===== config.mk =====
export PLATFORM = sky130hd
export DESIGN_NAME = led_shift_out
export DESIGN_NICKNAME = d
export VERILOG_FILES = /design/src/rtl/led_pkg.sv /design/src/rtl/led_shift_tick.sv /design/src/rtl/led_shift_out.sv
export SDC_FILE = /design/constraint.sdc
export NUM_CORES = 1
export LEC_CHECK = 0
export ABC_AREA = 1
export ABC_CLOCK_PERIOD_IN_PS = 2000
export CAP_MARGIN = 0
export CORE_UTILIZATION = 35
export DETAILED_ROUTE_END_ITERATION = 7
export HOLD_SLACK_MARGIN = 0.03
export PLACE_DENSITY_LB_ADDON = 0.2
export SLEW_MARGIN = 5
export SYNTH_ARGS = -nofsm -noshare
export SYNTH_HDL_FRONTEND = slang
export SYNTH_SLANG_ARGS = --single-unit

===== constraint.sdc =====
create_clock -name clk -period 2 [get_ports clk]
set_input_delay 0.5 -clock clk [delete_from_list [all_inputs] [get_ports clk]]
set_output_delay 0.5 -clock clk [all_outputs]
set_load 0.02 [all_outputs]

===== src/rtl/led_pkg.sv =====
// rtl/led_pkg.sv - shared LED constants and shift-out state encoding
package led_pkg;

  // LED count and chain length shared with the pattern generator
  localparam int LED_COUNT      = 18;
  localparam int LED_CHAIN_BITS = 24;

  typedef enum logic [1:0] {
    IDLE     = 2'd0,
    SHIFT_LO = 2'd1,
    SHIFT_HI = 2'd2,
    LATCH    = 2'd3
  } led_state_t;

endpackage


===== src/rtl/led_shift_tick.sv =====
// rtl/led_shift_tick.sv - CLK_DIV phase divider with clear and one-cycle terminal tick
module led_shift_tick #(
  parameter int CLK_DIV = 4
) (
  input  logic clk,
  input  logic rst,
  input  logic clear,
  output logic tick
);

  localparam int DW = $clog2(CLK_DIV + 1);
  localparam logic [DW-1:0] LAST = DW'(CLK_DIV - 1);

  logic [DW-1:0] div_cnt;

  // Tick on the last cycle of a phase; clear holds the count at zero
  assign tick = !clear && (div_cnt == LAST);

  // Phase counter: restarts on clear or terminal count, never wraps past LAST
  always_ff @(posedge clk or negedge rst) begin
    if (!rst) begin
      div_cnt <= '0;
    end else if (clear || tick) begin
      div_cnt <= '0;
    end else begin
      div_cnt <= div_cnt + DW'(1);
    end
  end

endmodule


===== src/rtl/led_shift_out.sv =====
// rtl/led_shift_out.sv - serializes LED frames into a latching shift-register chain (LED_SHIFT_INVERT_EN inverts the frame)
module led_shift_out
  import led_pkg::*;
#(
  parameter int N_LEDS     = LED_COUNT,
  parameter int CHAIN_BITS = LED_CHAIN_BITS,
  parameter int CLK_DIV    = 4,
  parameter int MSB_FIRST  = 1
) (
  input  logic              clk,
  input  logic              rst,
  input  logic [N_LEDS-1:0] led_in,
  input  logic              update,
  output logic              sr_data,
  output logic              sr_clk,
  output logic              sr_latch,
  output logic              busy,
  output logic              done
);

  localparam int BW = $clog2(CHAIN_BITS);
  localparam logic [BW-1:0] LAST_BIT = BW'(CHAIN_BITS - 1);

  led_state_t            state;
  logic                  pending;
  logic [BW-1:0]         bit_cnt;
  logic [CHAIN_BITS-1:0] shreg;
  logic [CHAIN_BITS-1:0] frame_word;
  logic [CHAIN_BITS-1:0] next_shreg;
  logic                  first_bit;
  logic                  next_bit;
  logic                  tick;
  logic                  tick_clear;

  // Divider idles cleared so every shifting state starts a fresh CLK_DIV phase
  assign tick_clear = (state == IDLE);

  led_shift_tick #(
    .CLK_DIV(CLK_DIV)
  ) u_tick (
    .clk  (clk),
    .rst  (rst),
    .clear(tick_clear),
    .tick (tick)
  );

  // Build the padded frame word and pick the bit order for the chain
  always_comb begin
    frame_word = '0;
    frame_word[N_LEDS-1:0] = led_in;
`ifdef LED_SHIFT_INVERT_EN
    frame_word = ~frame_word;
`endif
    if (MSB_FIRST != 0) begin
      first_bit  = frame_word[CHAIN_BITS-1];
      next_shreg = shreg << 1;
      next_bit   = next_shreg[CHAIN_BITS-1];
    end else begin
      first_bit  = frame_word[0];
      next_shreg = shreg >> 1;
      next_bit   = next_shreg[0];
    end
  end

  // Frame sequencer: capture, shift CHAIN_BITS bits, pulse latch, report done
  always_ff @(posedge clk or negedge rst) begin
    if (!rst) begin
      state    <= IDLE;
      pending  <= 1'b0;
      bit_cnt  <= '0;
      shreg    <= '0;
      sr_data  <= 1'b0;
      sr_clk   <= 1'b0;
      sr_latch <= 1'b0;
      busy     <= 1'b0;
      done     <= 1'b0;
    end else begin
      done <= 1'b0;
      case (state)
        IDLE: begin
          if (update || pending) begin
            shreg   <= frame_word;
            sr_data <= first_bit;
            sr_clk  <= 1'b0;
            busy    <= 1'b1;
            pending <= 1'b0;
            bit_cnt <= '0;
            state   <= SHIFT_LO;
          end
        end
        SHIFT_LO: begin
          if (update) pending <= 1'b1;
          if (tick) begin
            sr_clk <= 1'b1;
            state  <= SHIFT_HI;
          end
        end
        SHIFT_HI: begin
          if (update) pending <= 1'b1;
          if (tick) begin
            sr_clk <= 1'b0;
            if (bit_cnt == LAST_BIT) begin
              sr_latch <= 1'b1;
              state    <= LATCH;
            end else begin
              bit_cnt <= bit_cnt + BW'(1);
              shreg   <= next_shreg;
              sr_data <= next_bit;
              state   <= SHIFT_LO;
            end
          end
        end
        LATCH: begin
          if (update) pending <= 1'b1;
          if (tick) begin
            sr_latch <= 1'b0;
            busy     <= 1'b0;
            done     <= 1'b1;
            state    <= IDLE;
          end
        end
        default: state <= IDLE;
      endcase
    end
  end

endmodule

=== Word-level counts from Yosys, hierarchy flattened ===
Index checks and enable logic that the tools add are counted.

* $add $sub $neg: 2
* Eq/ne operators: 12
* Multiplexer cells: 31
* Reduce and logical (&&, ||, !) cells: 16

{| class="wikitable"
|+ Operators by type and width
! operator !! number
|-
| $mux W23 || 3
|-
| $pmux W23 S2 || 1
|-
| $reduce_and A4 Y1 || 4
|-
| $mux W5 || 3
|-
| $mux W1 || 11
|-
| $mux W2 || 5
|-
| $pmux W5 S2 || 1
|-
| $ne A2 B1 Y1 const B || 4
|-
| $pmux W1 S2 || 4
|-
| $pmux W2 S4 || 1
|-
| $ne A2 B2 Y1 const B || 3
|-
| $reduce_bool A2 Y1 || 3
|-
| $add A5 B1 Y5 const B || 1
|-
| $eq A5 B5 Y1 const B || 1
|-
| $eq A2 B2 Y1 const B || 2
|-
| $add A3 B1 Y3 const B || 1
|-
| $eq A3 B2 Y1 const B || 1
|-
| $mux W3 || 1
|-
| $pmux W1 S3 || 1
|-
| $reduce_and A3 Y1 || 1
|-
| $reduce_bool A3 Y1 || 1
|-
| $reduce_or A3 Y1 || 1
|-
| $eq A2 B1 Y1 const B || 1
|-
| $logic_not A2 Y1 || 1
|-
| 4 further kinds || 5
|}

* Register bits: 39
* Input port bits: 21
* Logic and storage cells: 71

=== Depth between registers and ports, before layout ===
Gate-level depths: netlist of run 1.

* Depth after elaboration: 5
* Gate-level depth with buffers: 11
* Mapped depth without buffers: 9

=== Hierarchy ===
A second synthesis of run 1 with hierarchy kept.

* Cell total of the unflattened synthesis: 228
* Area, all modules: 1906.8 sq um

{| class="wikitable"
|+ Modules (own cells, without submodules)
! module !! times used !! cells an instance !! area an instance (sq um)
|-
| led_shift_out || 1 || 214 || 1770.4
|-
| led_shift_tick || 1 || 14 || 136.4
|}

=== Least setup slack after synthesis of run 1 ===
Ideal clock, no wire load.

* Kind: reg-to-reg
* Start point: register bit_cnt[0]
* End point: register sr_data
* Setup time: 0.117 ns
* Arrival: 1.390 ns
* Data required time: 1.883 ns
* Setup slack: 0.493 ns
* Cell stages (with the launch flop): 12
* Path buffers: 2
* Cell sequence: dfrtp_1 > ha_1 > nand2_1 > inv_2 > nand2_4 > nand2_2 > nand2_2 > nand2_2 > buf_6 > buf_6 > nand2_1 > nand2_1

* Word-level cells in the longest chain between the ends: 3

{| class="wikitable"
|+ Ends and longest elaborated chain
! item !! line !! source
|-
| start: declaration || led_shift_out.sv:26 || <nowiki>logic [BW-1:0] bit_cnt;</nowiki>
|-
| start signal: assignment || led_shift_out.sv:106 || <nowiki>bit_cnt <= bit_cnt + BW'(1);</nowiki>
|-
| $eq A5 B5 Y1 || led_shift_out.sv:102 || <nowiki>if (bit_cnt == LAST_BIT) begin</nowiki>
|-
| $ne A2 B2 Y1 (no source line) || - ||
|-
| $reduce_and A4 Y1 (no source line) || - ||
|-
| end signal: assignment || led_shift_out.sv:83 || <nowiki>sr_data <= first_bit;</nowiki>
|-
| end signal: assignment || led_shift_out.sv:108 || <nowiki>sr_data <= next_bit;</nowiki>
|-
| end: declaration || led_shift_out.sv:14 || <nowiki>output logic sr_data,</nowiki>
|}

No other way between the ends.
A chain may end at the register's enable or synchronous reset.

=== Worst setup path after layout of run 1 ===
* Start point: register sr_latch
* End point: output sr_latch

{| class="wikitable"
|+ RTL lines
! item !! line !! source
|-
| start: declaration || led_shift_out.sv:16 || <nowiki>output logic sr_latch,</nowiki>
|-
| start signal: assignment || led_shift_out.sv:74 || <nowiki>sr_latch <= 1'b0;</nowiki>
|-
| start signal: assignment || led_shift_out.sv:103 || <nowiki>sr_latch <= 1'b1;</nowiki>
|-
| start signal: assignment || led_shift_out.sv:116 || <nowiki>sr_latch <= 1'b0;</nowiki>
|}

No word-level cell between the ends.

==> impl_results.html, run 1 <==
<table>
<tr><th>Metric</th><th>Value</th></tr>
<tr><th colspan="2">Outcome</th></tr>
<tr><td>Outcome</td><td>completed</td></tr>
<tr><th colspan="2">GRT</th></tr>
<tr><td>Met2 track utilization from global routing</td><td>27.7%</td></tr>
<tr><td>GRT Max-Usage Layer</td><td>met2</td></tr>
<tr><td>Number of antenna violations at the first check in global routing</td><td>0</td></tr>
<tr><td>Wire length of the first global-routing pass</td><td>slightly above 7000 um</td></tr>
<tr><td>Global router's overall resource usage</td><td>between 10% and 20%</td></tr>
<tr><td>Met3 track utilization from global routing</td><td>3.57%</td></tr>
<tr><td>Met1 track demand over resource in global routing</td><td>a little over a fifth</td></tr>
<tr><td>Pin count of the biggest net entering global routing</td><td>30</td></tr>
<tr><td>Number of global-route vias before repair</td><td>1631</td></tr>
<tr><td>Global-route congestion overflow total</td><td>0</td></tr>
<tr><th colspan="2">Setup path</th></tr>
<tr><td>Crit-path cells</td><td>clkdlybuf4s50_1</td></tr>
<tr><td>Setup crit end kind</td><td>output pin</td></tr>
<tr><td>Crit path max-delay cell type</td><td>sky130_fd_sc_hd__clkdlybuf4s50_1</td></tr>
<tr><td>Start-to-end type of the worst setup path</td><td>flip-flop to output pin</td></tr>
<tr><td>Worst setup SP type</td><td>flip-flop</td></tr>
<tr><td>Crit path required time</td><td>about 1.5 ns</td></tr>
<tr><td>Critical path's top delay family</td><td>buffers and inverters</td></tr>
<tr><td>Arrival time of data at the critical path endpoint</td><td>1.24 ns</td></tr>
<tr><td>Critical Path Fanout Max</td><td>2</td></tr>
<tr><td>Bufs and invs on worst path</td><td>1</td></tr>
<tr><td>Crit path largest cell delay</td><td>0.61 ns</td></tr>
<tr><th colspan="2">Detailed routing</th></tr>
<tr><td>Via-per-instance ratio</td><td>about 4.8</td></tr>
<tr><td>Detail-routed net length per standard cell</td><td>approximately 12 um</td></tr>
<tr><td>Final Routed Wirelength</td><td>between 3000 and 4000 um</td></tr>
<tr><td>Total number of vias</td><td>~1600</td></tr>
<tr><td>Iter 0 DRT Violations</td><td>59</td></tr>
<tr><td>DRT antenna net count</td><td>0</td></tr>
<tr><td>Detailed-router iteration count before antenna repair</td><td>4</td></tr>
<tr><td>Remaining routing DRC violations</td><td>0</td></tr>
<tr><th colspan="2">Logic synthesis</th></tr>
<tr><td>Top_reg_cell synth</td><td>sky130_fd_sc_hd__dfrtp_1</td></tr>
<tr><td>Post-synthesis async set-or-reset flop share</td><td>100%</td></tr>
<tr><td>Post-synth top cells</td><td>sky130_fd_sc_hd__nand2_1 (122), sky130_fd_sc_hd__dfrtp_1 (39), sky130_fd_sc_hd__nand3_1 (26)</td></tr>
<tr><td>Mean post-synth cell area</td><td>7.68 sq um</td></tr>
<tr><td>Library cell occupying the most area in the post-synthesis netlist</td><td>sky130_fd_sc_hd__dfrtp_1</td></tr>
<tr><td>Total nets after synthesis</td><td>271</td></tr>
<tr><td>Count of mapped cells out of synthesis</td><td>about 250</td></tr>
<tr><td>Most area-consuming cells after synthesis</td><td>sky130_fd_sc_hd__dfrtp_1 (51%), sky130_fd_sc_hd__nand2_1 (24%), sky130_fd_sc_hd__nand3_1 (6.9%)</td></tr>
<tr><td>Number of different library cells in the post-synthesis netlist</td><td>21</td></tr>
<tr><td>Count of warnings emitted by yosys</td><td>0</td></tr>
<tr><td>FF+latch count, synth</td><td>39</td></tr>
<tr><td>Sequential fraction of the synthesis area</td><td>about 51%</td></tr>
<tr><td>Post-synth top area share</td><td>about half</td></tr>
<tr><td>Area of the mapped netlist</td><td>approximately 0.0019 sq mm</td></tr>
<tr><td>Most common cell in the netlist</td><td>sky130_fd_sc_hd__nand2_1</td></tr>
<tr><td>Number of flops mapped to enable cells by yosys</td><td>0</td></tr>
<tr><th colspan="2">Clocking</th></tr>
<tr><td>H-tree levels</td><td>2</td></tr>
<tr><td>CTS-repair resized insts</td><td>0</td></tr>
<tr><td># hold bufs at CTS</td><td>0</td></tr>
<tr><td>Number of buffers on the longest clock path</td><td>2</td></tr>
<tr><td>Total clock buffers created by CTS</td><td>5</td></tr>
<tr><td>Post-CTS setup buffer count</td><td>0</td></tr>
<tr><td>Sinks on the clock net</td><td>39</td></tr>
<tr><td>Clock latency on the worst-skew pair</td><td>0.28 ns</td></tr>
<tr><td>Clock input transition at the sequential cells of the worst setup and hold paths</td><td>0.07 ns</td></tr>
<tr><td>Root buffer cell</td><td>sky130_fd_sc_hd__clkbuf_8</td></tr>
<tr><td>Clock tree from TritonCTS</td><td>yes</td></tr>
<tr><th colspan="2">Timing</th></tr>
<tr><td>Final Cycle Share</td><td>87.1%</td></tr>
<tr><td>Setup violations, final</td><td>0</td></tr>
<tr><td>Unrepaired setup endpoints after global routing</td><td>no</td></tr>
<tr><td>Final slew viol count</td><td>0</td></tr>
<tr><td>Transition time at the pin with the least slew margin</td><td>between 0.4 and 0.5 ns</td></tr>
<tr><td>Clock Skews</td><td>roughly 0.0067 ns</td></tr>
<tr><td>Slew margin rel.</td><td>67.4%</td></tr>
<tr><td>Achievable frequency</td><td>roughly 570 MHz</td></tr>
<tr><td>Crit path time final</td><td>between 1.5 and 2 ns</td></tr>
<tr><td>Total negative slack</td><td>0 ns</td></tr>
<tr><td>Final Hold Viols</td><td>0</td></tr>
<tr><td>Final critical-path setup slack</td><td>between 0.2 and 0.3 ns</td></tr>
<tr><th colspan="2">Place</th></tr>
<tr><td>Hpwl dp</td><td>roughly 2600 um</td></tr>
<tr><td>Port buffer count</td><td>25</td></tr>
<tr><td>Gpl congestion</td><td>between 0.7 and 0.8</td></tr>
<tr><td>Setup WS pre-CTS</td><td>approximately 0.29 ns</td></tr>
<tr><th colspan="2">Die</th></tr>
<tr><td>Vertical die dimension</td><td>around 76 um</td></tr>
<tr><td>Die span in x</td><td>~76 um</td></tr>
<tr><td>Die Outline Area</td><td>approximately 0.0057 sq mm</td></tr>
<tr><td>Initial Util</td><td>a little under two fifths</td></tr>
<tr><td>Number of ports placed on the die boundary</td><td>26</td></tr>
<tr><td>Core outline area</td><td>around 0.0052 sq mm</td></tr>
<tr><td>Row cnt</td><td>26</td></tr>
<tr><th colspan="2">Power and ir drop</th></tr>
<tr><td>Static leakage</td><td>1.24 nW</td></tr>
<tr><td>Peak supply drop</td><td>slightly above 0.3 mV</td></tr>
<tr><td>PwrDens</td><td>583 mW/mm^2</td></tr>
<tr><th colspan="2">Layout</th></tr>
<tr><td>Antenna diode count</td><td>0</td></tr>
<tr><td>Number of fill cells in the layout</td><td>roughly 540</td></tr>
<tr><td>Layout overhead on the synthesized area</td><td>22.3%</td></tr>
<tr><td>Final layout net count</td><td>297</td></tr>
<tr><td>Fraction of final layout cells with drive strength greater than 1</td><td>8.76%</td></tr>
<tr><th colspan="2">Run</th></tr>
<tr><td>Max-cap violations</td><td>0</td></tr>
<tr><th colspan="2">Worst hold path</th></tr>
<tr><td>Hold Crit Class</td><td>input port to asynchronous set/reset pin</td></tr>
</table>
## power breakdown
group	leakage, nW	switching [mW]	internal, mW
logic	0.690	0.0212	0.0366
registers	0.510	0.0000000000000000145	0.788
clock network	0.0422	0.262	0.245
total	1.24	0.283	1.07
## metrics by stage
stage	hold slack (ns)	instances	power (mW)	util (%)	area, sq um
6_report	0.156	344	1.35	44.9	2320
5_1_grt	0.188	344	1.41	44.9	2320
4_1_cts	0.162	344	1.38	44.9	2320
3_5_place_dp	0.428	336	0.863	43.3	2240
3_3_place_gp	0.429	336	0.862	43.3	2240
2_1_floorplan	0.204	247	0.804	-	1900
## final cells by class
cell class | instances | area, sq um | share of cell area [%]
repair buffers | 32 | 323 | 13.9
well taps | 70 | 87.6 | 3.77
clock inverters | 1 | 5.00 | 0.216
multi-input cells | 186 | 820 | 35.3
flip-flops and latches | 39 | 976 | 42.0
inverters | 9 | 33.8 | 1.46
clock buffers | 7 | 76.3 | 3.29
## layer usage
metal	vias to the layer above	routed length, um
met1	763	2020
li1	840	-
met5	-	0
met4	0	45
met3	5	119
met2	26	1790
## cell families after synthesis
group           share of synthesized area [%]
flops                                    51.4
compound gates                           2.18
simple gates                             38.8
buf+inv                                  5.60
fa+ha+maj                                1.98
## flip-flops by register name (all words and copies together) (netlist names)
name,cells
bit_cnt,5
busy,1
done,1
pending,1
shreg,23
sr_clk,1
sr_data,1
sr_latch,1
state,2
u_tick.div_cnt,3
## layout by cell type (no fill, tap or decap), types with 2 or more instances in the layout
cell                                n
sky130_fd_sc_hd__inv_1              5
sky130_fd_sc_hd__clkbuf_1           2
sky130_fd_sc_hd__buf_4              5
sky130_fd_sc_hd__nand2_2            3
sky130_fd_sc_hd__nand2_1          122
sky130_fd_sc_hd__nor2_1            12
sky130_fd_sc_hd__o21ai_0            2
sky130_fd_sc_hd__nand3_1           26
sky130_fd_sc_hd__clkdlybuf4s50_1   24
sky130_fd_sc_hd__dfrtp_1           39
sky130_fd_sc_hd__clkbuf_8           5
sky130_fd_sc_hd__nand4_1           10
sky130_fd_sc_hd__ha_1               3
sky130_fd_sc_hd__buf_12             2
sky130_fd_sc_hd__inv_2              4
## final timing paths
path | to | slack (ns) | startpoint | cells after the start
min in group clk | u_tick.div_cnt[0] | 0.43 | u_tick.div_cnt[0] | 1
max in group asynchronous | shreg[11] | 1.37 | rst | 2
worst min register to register | u_tick.div_cnt[0] | 0.43 | u_tick.div_cnt[0] | 1
worst min-delay path | done | 0.16 | rst | 1
worst max register to register | shreg[11] | 0.29 | bit_cnt[0] | 10
worst max-delay path | sr_latch | 0.26 | sr_latch | 1
Power figures use the tool's default switching activity.
==> inputs of run 2 (changes only) <==
- CTS_BUF_LIST: default -> sky130_fd_sc_hd__clkbuf_16
==> run 2 against run 1 <==
Via count down 1.0%. Critical path depth stayed put. Register-to-register slack gained 0.02 ns. Die area is the same. Fmax increased by 0.64%. Final area increased by 2.4%. Hold slack better by 0.0052 ns. Highest routed layer unchanged. Total power increased by 18%. Sequential share of layout area is 1.0 points lower. Clock skew is 0.00064 ns lower. First-iteration DRC count fell by 5.1%.
==> impl_results.html, run 2 (synthesized netlist as in run 1, its figures left out) <==
<table>
<tr><th>Metric</th><th>Value</th></tr>
<tr><th colspan="2">Setup path</th></tr>
<tr><td>Arrival time of data at the critical path endpoint</td><td>1.23 ns (about the same)</td></tr>
<tr><td>Setup crit end kind</td><td>output pin</td></tr>
<tr><td>Worst setup SP type</td><td>flip-flop</td></tr>
<tr><td>Critical path's top delay family</td><td>buffers and inverters</td></tr>
<tr><td>Crit-path cells</td><td>clkdlybuf4s50_1</td></tr>
<tr><td>Start-to-end type of the worst setup path</td><td>flip-flop to output pin</td></tr>
<tr><td>Bufs and invs on worst path</td><td>1 (unchanged)</td></tr>
<tr><td>Crit path max-delay cell type</td><td>sky130_fd_sc_hd__clkdlybuf4s50_1</td></tr>
<tr><td>Critical Path Fanout Max</td><td>2 (unchanged)</td></tr>
<tr><td>Crit path largest cell delay</td><td>0.61 ns (about the same)</td></tr>
<tr><td>Crit path required time</td><td>1.50 ns (about the same)</td></tr>
<tr><th colspan="2">Clocking</th></tr>
<tr><td>Total clock buffers created by CTS</td><td>5 (unchanged)</td></tr>
<tr><td>Clock tree from TritonCTS</td><td>yes</td></tr>
<tr><td># hold bufs at CTS</td><td>0 (unchanged)</td></tr>
<tr><td>Root buffer cell</td><td>sky130_fd_sc_hd__clkbuf_16</td></tr>
<tr><td>Clock input transition at the sequential cells of the worst setup and hold paths</td><td>0.06 ns (about the same)</td></tr>
<tr><td>H-tree levels</td><td>2 (unchanged)</td></tr>
<tr><td>CTS-repair resized insts</td><td>0 (unchanged)</td></tr>
<tr><td>Sinks on the clock net</td><td>39 (unchanged)</td></tr>
<tr><td>Clock latency on the worst-skew pair</td><td>0.28 ns (about the same)</td></tr>
<tr><td>Post-CTS setup buffer count</td><td>0 (unchanged)</td></tr>
<tr><td>Number of buffers on the longest clock path</td><td>2 (unchanged)</td></tr>
<tr><th colspan="2">Die</th></tr>
<tr><td>Die span in x</td><td>75.6 um (unchanged)</td></tr>
<tr><td>Initial Util</td><td>36.7% (unchanged)</td></tr>
<tr><td>Die Outline Area</td><td>0.00572 sq mm (unchanged)</td></tr>
<tr><td>Row cnt</td><td>26 (unchanged)</td></tr>
<tr><td>Core outline area</td><td>0.00517 sq mm (unchanged)</td></tr>
<tr><td>Number of ports placed on the die boundary</td><td>26 (unchanged)</td></tr>
<tr><td>Vertical die dimension</td><td>75.6 um (unchanged)</td></tr>
<tr><th colspan="2">Detailed routing</th></tr>
<tr><td>Total number of vias</td><td>1617 (-1.0%)</td></tr>
<tr><td>Remaining routing DRC violations</td><td>0 (unchanged)</td></tr>
<tr><td>Detail-routed net length per standard cell</td><td>11.6 um (about the same)</td></tr>
<tr><td>Detailed-router iteration count before antenna repair</td><td>4 (unchanged)</td></tr>
<tr><td>Via-per-instance ratio</td><td>4.70 (-1.0%)</td></tr>
<tr><td>Iter 0 DRT Violations</td><td>56 (-5.1%)</td></tr>
<tr><td>DRT antenna net count</td><td>0 (unchanged)</td></tr>
<tr><td>Final Routed Wirelength</td><td>3980 um (about the same)</td></tr>
<tr><th colspan="2">GRT</th></tr>
<tr><td>Global router's overall resource usage</td><td>16.7% (+0.16 points)</td></tr>
<tr><td>Pin count of the biggest net entering global routing</td><td>30 (unchanged)</td></tr>
<tr><td>Number of global-route vias before repair</td><td>1591 (-2.5%)</td></tr>
<tr><td>Number of antenna violations at the first check in global routing</td><td>0 (unchanged)</td></tr>
<tr><td>Global-route congestion overflow total</td><td>0 (unchanged)</td></tr>
<tr><td>Wire length of the first global-routing pass</td><td>7080 um (-0.97%)</td></tr>
<tr><th colspan="2">Timing</th></tr>
<tr><td>Achievable frequency</td><td>577 MHz (+0.64%)</td></tr>
<tr><td>Final hold slack</td><td>0.161 ns (+0.00519 ns)</td></tr>
<tr><td>Final critical-path setup slack</td><td>0.268 ns (+0.0111 ns)</td></tr>
<tr><td>Transition time at the pin with the least slew margin</td><td>0.485 ns (-0.00309 ns)</td></tr>
<tr><td>Crit path time final</td><td>1.73 ns (-0.0111 ns)</td></tr>
<tr><td>Setup violations, final</td><td>0 (unchanged)</td></tr>
<tr><td>Total negative slack</td><td>0 ns (unchanged)</td></tr>
<tr><td>Final slew viol count</td><td>0 (unchanged)</td></tr>
<tr><td>Final Cycle Share</td><td>86.6% (-0.55 points)</td></tr>
<tr><td>Final Hold Viols</td><td>0 (unchanged)</td></tr>
<tr><td>Slew margin rel.</td><td>67.6% (+0.21 points)</td></tr>
<tr><td>Clock Skews</td><td>0.00607 ns (-0.000640 ns)</td></tr>
<tr><td>Unrepaired setup endpoints after global routing</td><td>no</td></tr>
<tr><th colspan="2">Layout</th></tr>
<tr><td>Biggest registers after layout</td><td>shreg (23), bit_cnt (5), u_tick.div_cnt (3)</td></tr>
<tr><td>Utilization of the core after routing</td><td>46.0% (+1.1 points)</td></tr>
<tr><td>Fraction of final layout cells with drive strength greater than 1</td><td>8.76% (unchanged)</td></tr>
<tr><td>Number of fill cells in the layout</td><td>538 (-0.92%)</td></tr>
<tr><td>Layout overhead on the synthesized area</td><td>25.2%</td></tr>
<tr><td>Most used cells in the layout excluding fill and tap cells</td><td>sky130_fd_sc_hd__nand2_1 (122), sky130_fd_sc_hd__dfrtp_1 (39), sky130_fd_sc_hd__nand3_1 (26)</td></tr>
<tr><td>Final layout net count</td><td>297 (unchanged)</td></tr>
<tr><td>Biggest register</td><td>shreg</td></tr>
<tr><td>Antenna diode count</td><td>0 (unchanged)</td></tr>
<tr><td>Max reg flops</td><td>23 (unchanged)</td></tr>
<tr><td>Most frequent standard cell in the layout excluding fill and tap cells</td><td>sky130_fd_sc_hd__nand2_1</td></tr>
<tr><th colspan="2">Power and ir drop</th></tr>
<tr><td>Peak supply drop</td><td>0.368 mV (+18%)</td></tr>
<tr><td>Static leakage</td><td>1.28 nW (+2.7%)</td></tr>
<tr><td>Power, Total</td><td>1.59 mW (+18%)</td></tr>
<tr><td>PwrDens</td><td>670 mW/mm^2 (+15%)</td></tr>
<tr><th colspan="2">Place</th></tr>
<tr><td>Hpwl dp</td><td>2600 um (unchanged)</td></tr>
<tr><td>Setup WS pre-CTS</td><td>0.290 ns (unchanged)</td></tr>
<tr><td>Gpl congestion</td><td>0.721 (unchanged)</td></tr>
<tr><td>Port buffer count</td><td>25 (unchanged)</td></tr>
<tr><th colspan="2">Outcome</th></tr>
<tr><td>Outcome</td><td>completed</td></tr>
<tr><th colspan="2">Run</th></tr>
<tr><td>Max-cap violations</td><td>0 (unchanged)</td></tr>
<tr><th colspan="2">Worst hold path</th></tr>
<tr><td>Hold Crit Class</td><td>input port to asynchronous set/reset pin</td></tr>
</table>
==> run 2: changes by cell type in the layout (fill, tap and decap cells not counted), sizes merged <==
cell / before / now
clkbuf: 7 / 5
inv: 9 / 11
==> run 2: power by group <==
group          internal [mW]         switching [mW]
clock network          0.450                  0.296
registers              0.789  0.0000000000000000143
logic                 0.0366                 0.0213
total                   1.28                  0.317
==> run 2: final cells by class <==
type                            count  area [sq um]  share of cell area [%]
Multi-Input combinational cell    186           820                    34.5
Sequential cell                    39           976                    41.1
Clock buffer                        5           125                    5.26
Timing Repair Buffer               32           323                    13.6
Inverter                            9          33.8                    1.42
Clock inverter                      3          12.5                   0.526
Tap cell                           70          87.6                    3.68
==> run 2: through the flow <==
stage	instances	cell area, sq um
final	344	2380
after global routing	344	2380
after CTS	344	2380
after detailed placement	336	2240
after global placement	336	2240
after floorplan	247	1900
==> run 2: path summary, 6_finish.rpt <==
check / start / to / slack, ns / cells past startpoint
max in group asynchronous: rst / shreg[4] / 1.36 / 2
max reg2reg: bit_cnt[0] / shreg[11] / 0.31 / 10
min: rst / done / 0.16 / 1
min reg2reg: u_tick.div_cnt[0] / u_tick.div_cnt[0] / 0.43 / 1
max: sr_latch / sr_latch / 0.27 / 1
min in group clk: u_tick.div_cnt[0] / u_tick.div_cnt[0] / 0.43 / 1
==> run 2: layer usage <==
layer	wire [um]	up-vias	GRT usage, %	part of all wire (%)
met4	81	0	8.02	2.0
li1	-	841	-	-
met5	0	-	0	0
met2	1760	27	27.1	44
met3	116	9	3.57	2.9
met1	2020	740	21.4	51
